<file path="src/rtl/alu_pkg.sv">
// Shared encodings for the EX-stage ALU and the iterative multiply/divide unit.
package alu_pkg;

  localparam logic [3:0] ALU_AND  = 4'd0;
  localparam logic [3:0] ALU_OR   = 4'd1;
  localparam logic [3:0] ALU_ADD  = 4'd2;
  localparam logic [3:0] ALU_SLTU = 4'd3;
  localparam logic [3:0] ALU_SLL  = 4'd4;
  localparam logic [3:0] ALU_SRL  = 4'd5;
  localparam logic [3:0] ALU_SUB  = 4'd6;
  localparam logic [3:0] ALU_SLT  = 4'd7;
  localparam logic [3:0] ALU_SRA  = 4'd8;
  localparam logic [3:0] ALU_MFHI = 4'd9;
  localparam logic [3:0] ALU_MFLO = 4'd10;
  localparam logic [3:0] ALU_NOR  = 4'd12;
  localparam logic [3:0] ALU_XOR  = 4'd13;

  localparam logic [1:0] MD_MULT  = 2'b00;
  localparam logic [1:0] MD_MULTU = 2'b01;
  localparam logic [1:0] MD_DIV   = 2'b10;
  localparam logic [1:0] MD_DIVU  = 2'b11;

  typedef enum logic [1:0] {
    MDU_IDLE = 2'd0,
    MDU_RUN  = 2'd1,
    MDU_DONE = 2'd2
  } mdu_state_e;

endpackage

</file>
<file path="src/rtl/mdu_iter.sv">
// Iterative radix-2 multiply/divide on operand magnitudes with HI/LO result registers.
module mdu_iter
  import alu_pkg::*;
#(
  parameter int unsigned W = 32
) (
  input  logic         clk,
  input  logic         rst,
  input  logic         start,
  input  logic [1:0]   op,
  input  logic [W-1:0] a,
  input  logic [W-1:0] b,
  output logic         busy,
  output logic         done,
  output logic [W-1:0] hi,
  output logic [W-1:0] lo
);
  localparam int unsigned CW = $clog2(W + 1);

  mdu_state_e     state_q, state_d;
  logic           load, step, finish;
  logic [CW-1:0]  cnt_q;
  logic [1:0]     op_q;
  logic [W-1:0]   a_q, b_q, acc_q, q_q;
  logic           sgn_in, sgn_q, is_div, sa, sb;
  logic [W-1:0]   mag_b;
  logic [W:0]     add_sum, shifted, trial;
  logic [W-1:0]   acc_d, q_d;
  logic [2*W-1:0] prod;
  logic [W-1:0]   res_hi, res_lo;

  function automatic logic [W-1:0] mag(input logic [W-1:0] x, input logic sgn);
    return (sgn && x[W-1]) ? -x : x;
  endfunction

  assign sgn_in = (op == MD_MULT) || (op == MD_DIV);
  assign sgn_q  = (op_q == MD_MULT) || (op_q == MD_DIV);
  assign is_div = (op_q == MD_DIV) || (op_q == MD_DIVU);
  assign sa     = sgn_q & a_q[W-1];
  assign sb     = sgn_q & b_q[W-1];
  assign mag_b  = mag(b_q, sgn_q);

  // One step: shift-add for multiply, restoring trial subtract for divide
  always_comb begin
    acc_d   = acc_q;
    q_d     = q_q;
    add_sum = {1'b0, acc_q} + {1'b0, mag_b};
    shifted = {acc_q, q_q[W-1]};
    trial   = shifted - {1'b0, mag_b};
    if (is_div) begin
      if (trial[W]) begin
        acc_d = shifted[W-1:0];
        q_d   = {q_q[W-2:0], 1'b0};
      end else begin
        acc_d = trial[W-1:0];
        q_d   = {q_q[W-2:0], 1'b1};
      end
    end else if (q_q[0]) begin
      {acc_d, q_d} = {add_sum, q_q[W-1:1]};
    end else begin
      {acc_d, q_d} = {1'b0, acc_q, q_q[W-1:1]};
    end
  end

  // Sign fix-up of the final step; divide-by-zero returns all ones / dividend
  always_comb begin
    prod = {acc_d, q_d};
    if (sa ^ sb) prod = -prod;
    res_hi = prod[2*W-1:W];
    res_lo = prod[W-1:0];
    if (is_div) begin
      res_lo = (sa ^ sb) ? -q_d : q_d;
      res_hi = sa ? -acc_d : acc_d;
      if (b_q == '0) begin
        res_lo = '1;
        res_hi = a_q;
      end
    end
  end

  always_ff @(posedge clk or posedge rst) begin
    if (rst) state_q <= MDU_IDLE;
    else     state_q <= state_d;
  end

  always_comb begin
    state_d = state_q;
    load    = 1'b0;
    step    = 1'b0;
    finish  = 1'b0;
    busy    = 1'b0;
    done    = 1'b0;
    case (state_q)
      MDU_IDLE: begin
        if (start) begin
          load    = 1'b1;
          state_d = MDU_RUN;
        end
      end
      MDU_RUN: begin
        busy = 1'b1;
        step = 1'b1;
        if (cnt_q == CW'(1)) begin
          finish  = 1'b1;
          state_d = MDU_DONE;
        end
      end
      MDU_DONE: begin
        done = 1'b1;
        if (start) begin
          load    = 1'b1;
          state_d = MDU_RUN;
        end else begin
          state_d = MDU_IDLE;
        end
      end
      default: state_d = MDU_IDLE;
    endcase
  end

  always_ff @(posedge clk or posedge rst) begin
    if (rst) begin
      cnt_q <= '0;
      op_q  <= '0;
      a_q   <= '0;
      b_q   <= '0;
      acc_q <= '0;
      q_q   <= '0;
      hi    <= '0;
      lo    <= '0;
    end else begin
      if (load) begin
        cnt_q <= CW'(W);
        op_q  <= op;
        a_q   <= a;
        b_q   <= b;
        acc_q <= '0;
        q_q   <= mag(a, sgn_in);
      end else if (step) begin
        cnt_q <= cnt_q - CW'(1);
        acc_q <= acc_d;
        q_q   <= q_d;
      end
      if (finish) begin
        hi <= res_hi;
        lo <= res_lo;
      end
    end
  end

endmodule

</file>
<file path="src/rtl/alu_mdu.sv">
// EX-stage ALU: single-cycle combinational ops plus an iterative MDU with HI/LO.
module alu_mdu
  import alu_pkg::*;
#(
  parameter int unsigned W = 32,
  localparam int unsigned SW = $clog2(W)
) (
  input  logic          clk,
  input  logic          rst,
  input  logic [3:0]    ctl,
  input  logic [W-1:0]  a,
  input  logic [W-1:0]  b,
  input  logic [SW-1:0] shamt,
  output logic [W-1:0]  out,
  output logic          zero,
  output logic          overflow,
  input  logic          md_start,
  input  logic [1:0]    md_op,
  output logic          md_busy,
  output logic          md_done,
  output logic [W-1:0]  hi,
  output logic [W-1:0]  lo
);
  logic [W-1:0] sum, diff;
  logic [W:0]   diff_ext;
  logic         ovf_add, ovf_sub;

  assign sum      = a + b;
  assign diff_ext = {1'b0, a} - {1'b0, b};
  assign diff     = diff_ext[W-1:0];
  assign ovf_add  = (a[W-1] == b[W-1]) && (sum[W-1] != a[W-1]);
  assign ovf_sub  = (a[W-1] != b[W-1]) && (diff[W-1] != a[W-1]);

  // slt uses sign xor overflow so it stays correct when the subtract wraps
  always_comb begin
    out      = '0;
    overflow = 1'b0;
    case (ctl)
      ALU_AND:  out = a & b;
      ALU_OR:   out = a | b;
      ALU_ADD:  begin out = sum;  overflow = ovf_add; end
      ALU_SLTU: out = W'(diff_ext[W]);
      ALU_SLL:  out = b << shamt;
      ALU_SRL:  out = b >> shamt;
      ALU_SUB:  begin out = diff; overflow = ovf_sub; end
      ALU_SLT:  out = W'(diff[W-1] ^ ovf_sub);
      ALU_SRA:  out = W'($signed(b) >>> shamt);
      ALU_MFHI: out = hi;
      ALU_MFLO: out = lo;
      ALU_NOR:  out = ~(a | b);
      ALU_XOR:  out = a ^ b;
      default:  out = '0;
    endcase
  end

  assign zero = (out == '0);

  mdu_iter #(.W(W)) u_mdu (
    .clk   (clk),
    .rst   (rst),
    .start (md_start),
    .op    (md_op),
    .a     (a),
    .b     (b),
    .busy  (md_busy),
    .done  (md_done),
    .hi    (hi),
    .lo    (lo)
  );

endmodule

</file>
<file path="config.mk">
export PLATFORM = sky130hd
export DESIGN_NAME = alu_mdu
export DESIGN_NICKNAME = d
export VERILOG_FILES = /design/src/rtl/alu_pkg.sv /design/src/rtl/mdu_iter.sv /design/src/rtl/alu_mdu.sv
export SDC_FILE = /design/constraint.sdc
export NUM_CORES = 2
export LEC_CHECK = 0
export BUFFER_PORTS_ARGS = -buffer_cell sky130_fd_sc_hd__buf_2
export CELL_PAD_IN_SITES_DETAIL_PLACEMENT = 0
export CELL_PAD_IN_SITES_GLOBAL_PLACEMENT = 1
export CORE_MARGIN = 2
export CORE_UTILIZATION = 47
export CTS_CLUSTER_DIAMETER = 30
export CTS_CLUSTER_SIZE = 10
export DETAILED_ROUTE_END_ITERATION = 16
export HOLD_SLACK_MARGIN = 0.06
export PLACE_DENSITY = 0.84
export SYNTH_ARGS = -nofsm -noshare
export SYNTH_HDL_FRONTEND = slang
export SYNTH_SLANG_ARGS = --single-unit
</file>
<file path="constraint.sdc">
create_clock -name clk -period 9.5 [get_ports clk]
set_clock_uncertainty 0.2 [all_clocks]
set_input_delay 0 -clock clk [delete_from_list [all_inputs] [get_ports clk]]
set_output_delay 0 -clock clk [all_outputs]
set_load 0.05 [all_outputs]
</file>
# Word-level counts from Yosys, hierarchy flattened

Index checks and enable logic that the tools add are counted.

Register bits after elaboration: 202
Input bits: 78
Output and inout bits: 100

Add/subtract/negate cells: 10
Equality and inequality tests: 24
Shift operators: 3
Muxes and demuxes: 33
Bitwise operators: 8
Reduce and logical (&&, ||, !) cells: 16

Operators with widths:

| cell                                                             | count |
|---|---|
| 32-bit 2-to-1 mux                                                | 17 |
| 32-bit case mux with 13 select lines                             | 1 |
| 32-bit negator                                                   | 4 |
| 32-bit zero test                                                 | 2 |
| 64-bit 2-to-1 mux                                                | 1 |
| 64-bit negator                                                   | 1 |
| 32-bit by 32-bit adder with 33-bit output                        | 1 |
| 32-bit by 32-bit subtractor with 33-bit output                   | 1 |
| 33-bit by 32-bit subtractor with 33-bit output                   | 1 |
| 32-bit adder                                                     | 1 |
| 32-bit bitwise AND                                               | 1 |
| 32-bit inverter                                                  | 1 |
| 32-bit bitwise OR                                                | 1 |
| 32-bit by 5-bit left shift with 32-bit output                    | 1 |
| 32-bit by 5-bit >> shifter with 32-bit output                    | 1 |
| 32-bit by 5-bit >>> shifter with 32-bit output                   | 1 |
| 32-bit XOR                                                       | 1 |
| 4-bit == test (second input constant)                            | 5 |
| 4-bit by 3-bit == test with 1-bit output (second input constant) | 4 |
| 6-bit 2-to-1 mux                                                 | 2 |
| 2-bit == test (second input constant)                            | 4 |
| 4-bit by 2-bit == test with 1-bit output (second input constant) | 2 |
| 1-bit 2-to-1 mux                                                 | 8 |
| 6-bit by 1-bit == test with 1-bit output (second input constant) | 1 |
| other kinds (19)                                                 | 31 |

# Longest topological paths before layout

Depth after elaboration: 11
Gate-level depth with buffers: 31
Depth with buffers taken out: 29

# Hierarchy

From an unflattened synthesis, not the netlist that was laid out.

Cells, all modules: 3919
Area total of the unflattened synthesis: 28756.3 µm²

Modules (own cells, without submodules):

| module   | instances | cells an instance | area an instance (µm²) | seq. area each (µm²) |
|---|---|---|---|---|
| mdu_iter | 1         | 2220              | 17155.2                | 5054.8 |
| alu_mdu  | 1         | 1699              | 11601.1                | 0.0 |

# Worst setup path before layout

No wires, ideal clock.

Kind: reg-to-reg
From: reg u_mdu.b_q[7]
To: reg u_mdu.hi[28]
Arrival time: 7037 ps
Data required time: 9176 ps
Setup slack: 2139 ps
Stages on the path, launching flop included: 30
Buffers on the path: 1
Period minus slack after synthesis: 7361 ps
Path through: dfrtp_1 > nor4_1 > nand2b_1 > nor4_1 > and2_1 > nand2_1 > nor4_1 > inv_1 > o21ai_0 > xnor2_1 > inv_1 > ha_1 > nand2_1 > nor2_1 > a211oi_2 > a21bo_1 > a2111o_1 > buf_4 > a31oi_2 > ha_1 > o211ai_1 > or2_1 > or3_1 > nor4_1 > nand3_1 > nor4_4 > a31oi_1 > xor2_1 > nor2_1 > o31a_1

Word-level cells in the longest chain between the ends: 9
Elaborated cells on any way between the ends: 16

RTL lines:

| what                                                                                                        | line                           | source |
|---|---|---|
| start: declaration                                                                                          | mdu_iter.sv:24                 | `logic [W-1:0] a_q, b_q, acc_q, q_q;` |
| start signal: assignment                                                                                    | mdu_iter.sv:126                | `b_q <= '0;` |
| start signal: assignment                                                                                    | mdu_iter.sv:136                | `b_q <= b;` |
| 32-bit negator                                                                                              | mdu_iter.sv:33                 | `return (sgn && x[W-1]) ? -x : x;` |
| 32-bit 2-to-1 mux                                                                                           | mdu_iter.sv:33                 |  |
| 33-bit by 32-bit subtractor with 33-bit output or 32-bit by 32-bit adder with 33-bit output (tied branches) | mdu_iter.sv:49, mdu_iter.sv:47 |  |
| 32-bit 2-to-1 mux (on tied branches)                                                                        | mdu_iter.sv:51, mdu_iter.sv:58 |  |
| 32-bit 2-to-1 mux                                                                                           | mdu_iter.sv:50                 | `if (is_div) begin` |
| 32-bit negator                                                                                              | mdu_iter.sv:73                 | `res_hi = sa ? -acc_d : acc_d;` |
| 32-bit 2-to-1 mux                                                                                           | mdu_iter.sv:73                 |  |
| 32-bit 2-to-1 mux                                                                                           | mdu_iter.sv:74                 | `if (b_q == '0) begin` |
| 32-bit 2-to-1 mux *                                                                                         | mdu_iter.sv:71                 | `if (is_div) begin` |
| end signal: assignment                                                                                      | mdu_iter.sv:145                | `hi <= res_hi;` |
| end: declaration                                                                                            | mdu_iter.sv:15                 | `output logic [W-1:0] hi,` |

Every way passes the cells marked *; elsewhere a longest branch is shown, timed or not.
A chain may end at the register's enable or synchronous reset.

# Worst setup path in the final report

From: reg u_mdu.b_q[2]
To: reg u_mdu.hi[28]

The elaborated chain is that of the path after synthesis.

==> flow_summary.json <==
{
  "outcome": "finished, final reports clean",
  "design.final.nets": 4004,
  "clk_latency_ns": 0.56,
  "syn_inst": 3634,
  "power_density_mw_per_mm2": 255,
  "fin_area_sq_mm": 0.0313,
  "worst_pin_slew_ns": 1.39,
  "p_leak_nw": 13.4,
  "numCtsBuffers": 45,
  "grt_pass1_vias": 28226,
  "fin_crit_ns": 8.93,
  "fin_setup_tns_ns": 0,
  "ir_drop_mv": 0.199,
  "antenna_found_initial": 3,
  "drtAntennaViolNets": 0,
  "clockBufferDepth": 3,
  "core_area_sq_mm": 0.0577,
  "ys_seq_elements": 202,
  "first_pass_iters": 7,
  "post_drt_wl_per_cell_microns": 27.4,
  "totalWireLength_mm": 125,
  "die_area_sq_mm": 0.0603,
  "placed_area_sq_mm": 0.0288,
  "ys.warnings.count": 0,
  "slew_headroom_pct": 7.35,
  "gp_congestion": 1.07,
  "required_ns": 9.73,
  "critPathKind": "register to register",
  "max_stage_delay_ns": 0.65,
  "setup-violations-final": 0,
  "viasPerCell": 6.82,
  "rsz0062_at_grt": "false",
  "setup_slack_ns": 0.575,
  "startpoint_type": "register",
  "synth_ff_type": "dfrtp_1",
  "cp.arrival_ns": 9.16,
  "cts_max_level": 2,
  "synth.distinct_cells": 114,
  "grt_overflow_total": 0,
  "ios": 178,
  "ys_seq_area_share_pct": 18.4,
  "yosysTopAreaCell": "dfrtp_1",
  "yosysTopAreaCellShare_pct": 18.4,
  "drive_above_1_share_pct": 13.0,
  "area_delta_synth_final_pct": 13.9,
  "portBuffers": 177,
  "grt.total_usage_pct": 40.3,
  "clk_pin_slew_ns": 0.05,
  "period_share_pct": 93.9,
  "synth_fp_nets": 3883,
  "fp-row-count": 88,
  "slew_violations": 0,
  "cpMaxStageDelayCell": "nor4_4",
  "die_h_microns": 246,
  "cp-end-kind": "register",
  "pre_cts_slack_ns": 0.347,
  "hold_violations": 0,
  "syn_avg_cell_area_sq_um": 7.55,
  "hp-class": "input pin to register",
  "drtIter0Drc": 4584,
  "grt_max_degree": 95,
  "async_flop_share_pct": 100,
  "cts_tree": "built",
  "fmaxAchievable_mhz": 112,
  "synth-edff-count": 0,
  "hpwl_mm": 95.5,
  "netlist_top_cells_area": "dfrtp_1 18%, ha_1 7.6%, mux4_2 6.2%, o21ai_0 5.7%, nand2_1 5.3%",
  "cts_sinks": 202,
  "netlist_area_sq_mm": 0.0274,
  "drv_cap": 0,
  "start_util_pct": 47.5,
  "drc": 0,
  "grt_pass1_wl_mm": 185,
  "die_x_microns": 246,
  "critPathMaxFanout": 8,
  "root_buffer": "clkbuf_16",
  "vias": 31085
}
path summary, 6_finish.rpt:
path | to | slack, ns | from | cells after the start
max | u_mdu.hi[28]$_DFFE_PP0P_ | 0.57 | u_mdu.b_q[2]$_DFFE_PP0P_ | 28
min in group asynchronous | u_mdu.cnt_q[2]$_DFFE_PP0P_ | 0.50 | rst | 4
max in group asynchronous | u_mdu.lo[28]$_DFFE_PP0P_ | 6.60 | rst | 6
min reg2reg | u_mdu.a_q[10]$_DFFE_PP0P_ | 0.28 | u_mdu.a_q[10]$_DFFE_PP0P_ | 2
min | u_mdu.q_q[0]$_DFFE_PP0P_ | 0.17 | a[0] | 4
max reg2reg | u_mdu.hi[28]$_DFFE_PP0P_ | 0.57 | u_mdu.b_q[2]$_DFFE_PP0P_ | 28
critical path, delay by kind of cell (launching register included):
family,cells,cell delay [ns]
AOI/OAI and AO/OA,8,2.40
xor gates and xnor gates,2,0.36
adders and majority gates,2,0.65
buffers and inverters,2,0.21
DFF,1,0.42
and+or+nand+nor,14,4.56
synth_stat cells (11+ instances only):
master and number:
nand2_1 389, nor2_1 349, o21ai_0 315, a21oi_1 280
dfrtp_1 202, clkbuf_1 183, ha_1 166, inv_1 164
nor3_1 111, xnor2_1 96, mux2i_1 79, mux4_2 75
nand3_1 75, xor2_1 74, o211ai_1 72, a31oi_1 67
a211oi_1 59, a21o_1 53, a22oi_1 52, or3_1 43
nand4_1 41, nor4_1 37, nand2b_1 29, a22o_1 28
buf_1 28, buf_2 28, o31ai_1 27, and2_1 24
and3_1 24, nor2b_1 24, o21bai_1 24, a221oi_1 22
o21a_1 22, a221o_1 17, o221ai_1 17, a2111oi_0 14
o21ai_1 14, o22ai_1 14, mux2_2 13, o2111ai_1 12
a211o_1 11, and4_1 11
state kept, by name, summed over array words and instances (netlist names):
| name | count |
|---|---|
| u_mdu.a_q | 32 |
| u_mdu.acc_q | 32 |
| u_mdu.b_q | 32 |
| u_mdu.hi | 32 |
| u_mdu.lo | 32 |
| u_mdu.q_q | 32 |
| u_mdu.cnt_q | 6 |
| u_mdu.op_q | 2 |
| u_mdu.state_q | 2 |
area by class of cell:
cell class	instances	area (sq um)
timing repair buffer	323	2210
antenna	2	5.00
fill	5598	26400
multi-input combinational	3016	20900
clock buffer	55	1230
tap	765	957
sequential	202	5060
inverter	167	634
clock inverter	26	284
per-layer routing:
| layer | routed length (microns) | GRT usage [%] | part of all wire (%) | vias up |
|---|---|---|---|---|
| li1 | - | - | - | 13853 |
| met1 | 53000 | 58.5 | 42 | 15005 |
| met2 | 51700 | 57.6 | 41 | 1961 |
| met3 | 15900 | 10.9 | 13 | 264 |
| met4 | 4510 | 12.7 | 3.6 | 2 |
| met5 | 13 | 0 | 0.010 | - |
where the power goes:
| part | switching [mW] | internal (mW) |
|---|---|---|
| Combinational | 3.25 | 1.83 |
| Clock | 0.551 | 1.03 |
| Sequential | 0.279 | 1.02 |
repair_timing:
item | 4_1_cts | 5_1_grt
endpoints found under the hold margin | 191 | 0
endpoints found under the setup margin | 0 | 15
resized for setup | 0 | 4
setup buffers | 0 | 0
hold buffers | 89 | 0
cell usage in the layout, fill, tap and decap left out, types with 59 or more instances in the layout:
master,count
mux4_2,75
ha_1,166
a21oi_1,280
dlygate4sd3_1,89
buf_4,59
a31oi_1,67
mux2i_1,79
nand2_1,389
buf_2,175
nor3_1,111
a211oi_1,59
o21ai_0,315
dfrtp_1,201
xnor2_1,96
nor2_1,347
inv_1,161
nand3_1,74
o211ai_1,72
xor2_1,74
logic make-up (layout without fill, tap and decap cells):
group	count (synthesis)	count (layout)	share of synthesized area, %
compound gates	1269	1269	31.1
simple gates	1239	1239	21.5
buf+inv	416	571	6.02
flops	202	202	18.4
fa+ha+maj	171	171	7.94
xor+xnor	170	170	5.43
mux	167	167	9.57
other cells	0	2	0
through the flow:
step	power (mW)	instances	util (%)	hold WS (ns)
6_report	7.97	4556	54.2	0.171
5_1_grt	8.43	4554	54.2	0.181
4_1_cts	7.81	4554	54.1	0.158
3_5_place_dp	6.16	4384	49.9	-0.0444
3_3_place_gp	6.15	4384	49.9	-0.0479
2_1_floorplan	4.84	3634	-	-0.0946
Note: power is estimated with default switching activity, not from simulation.
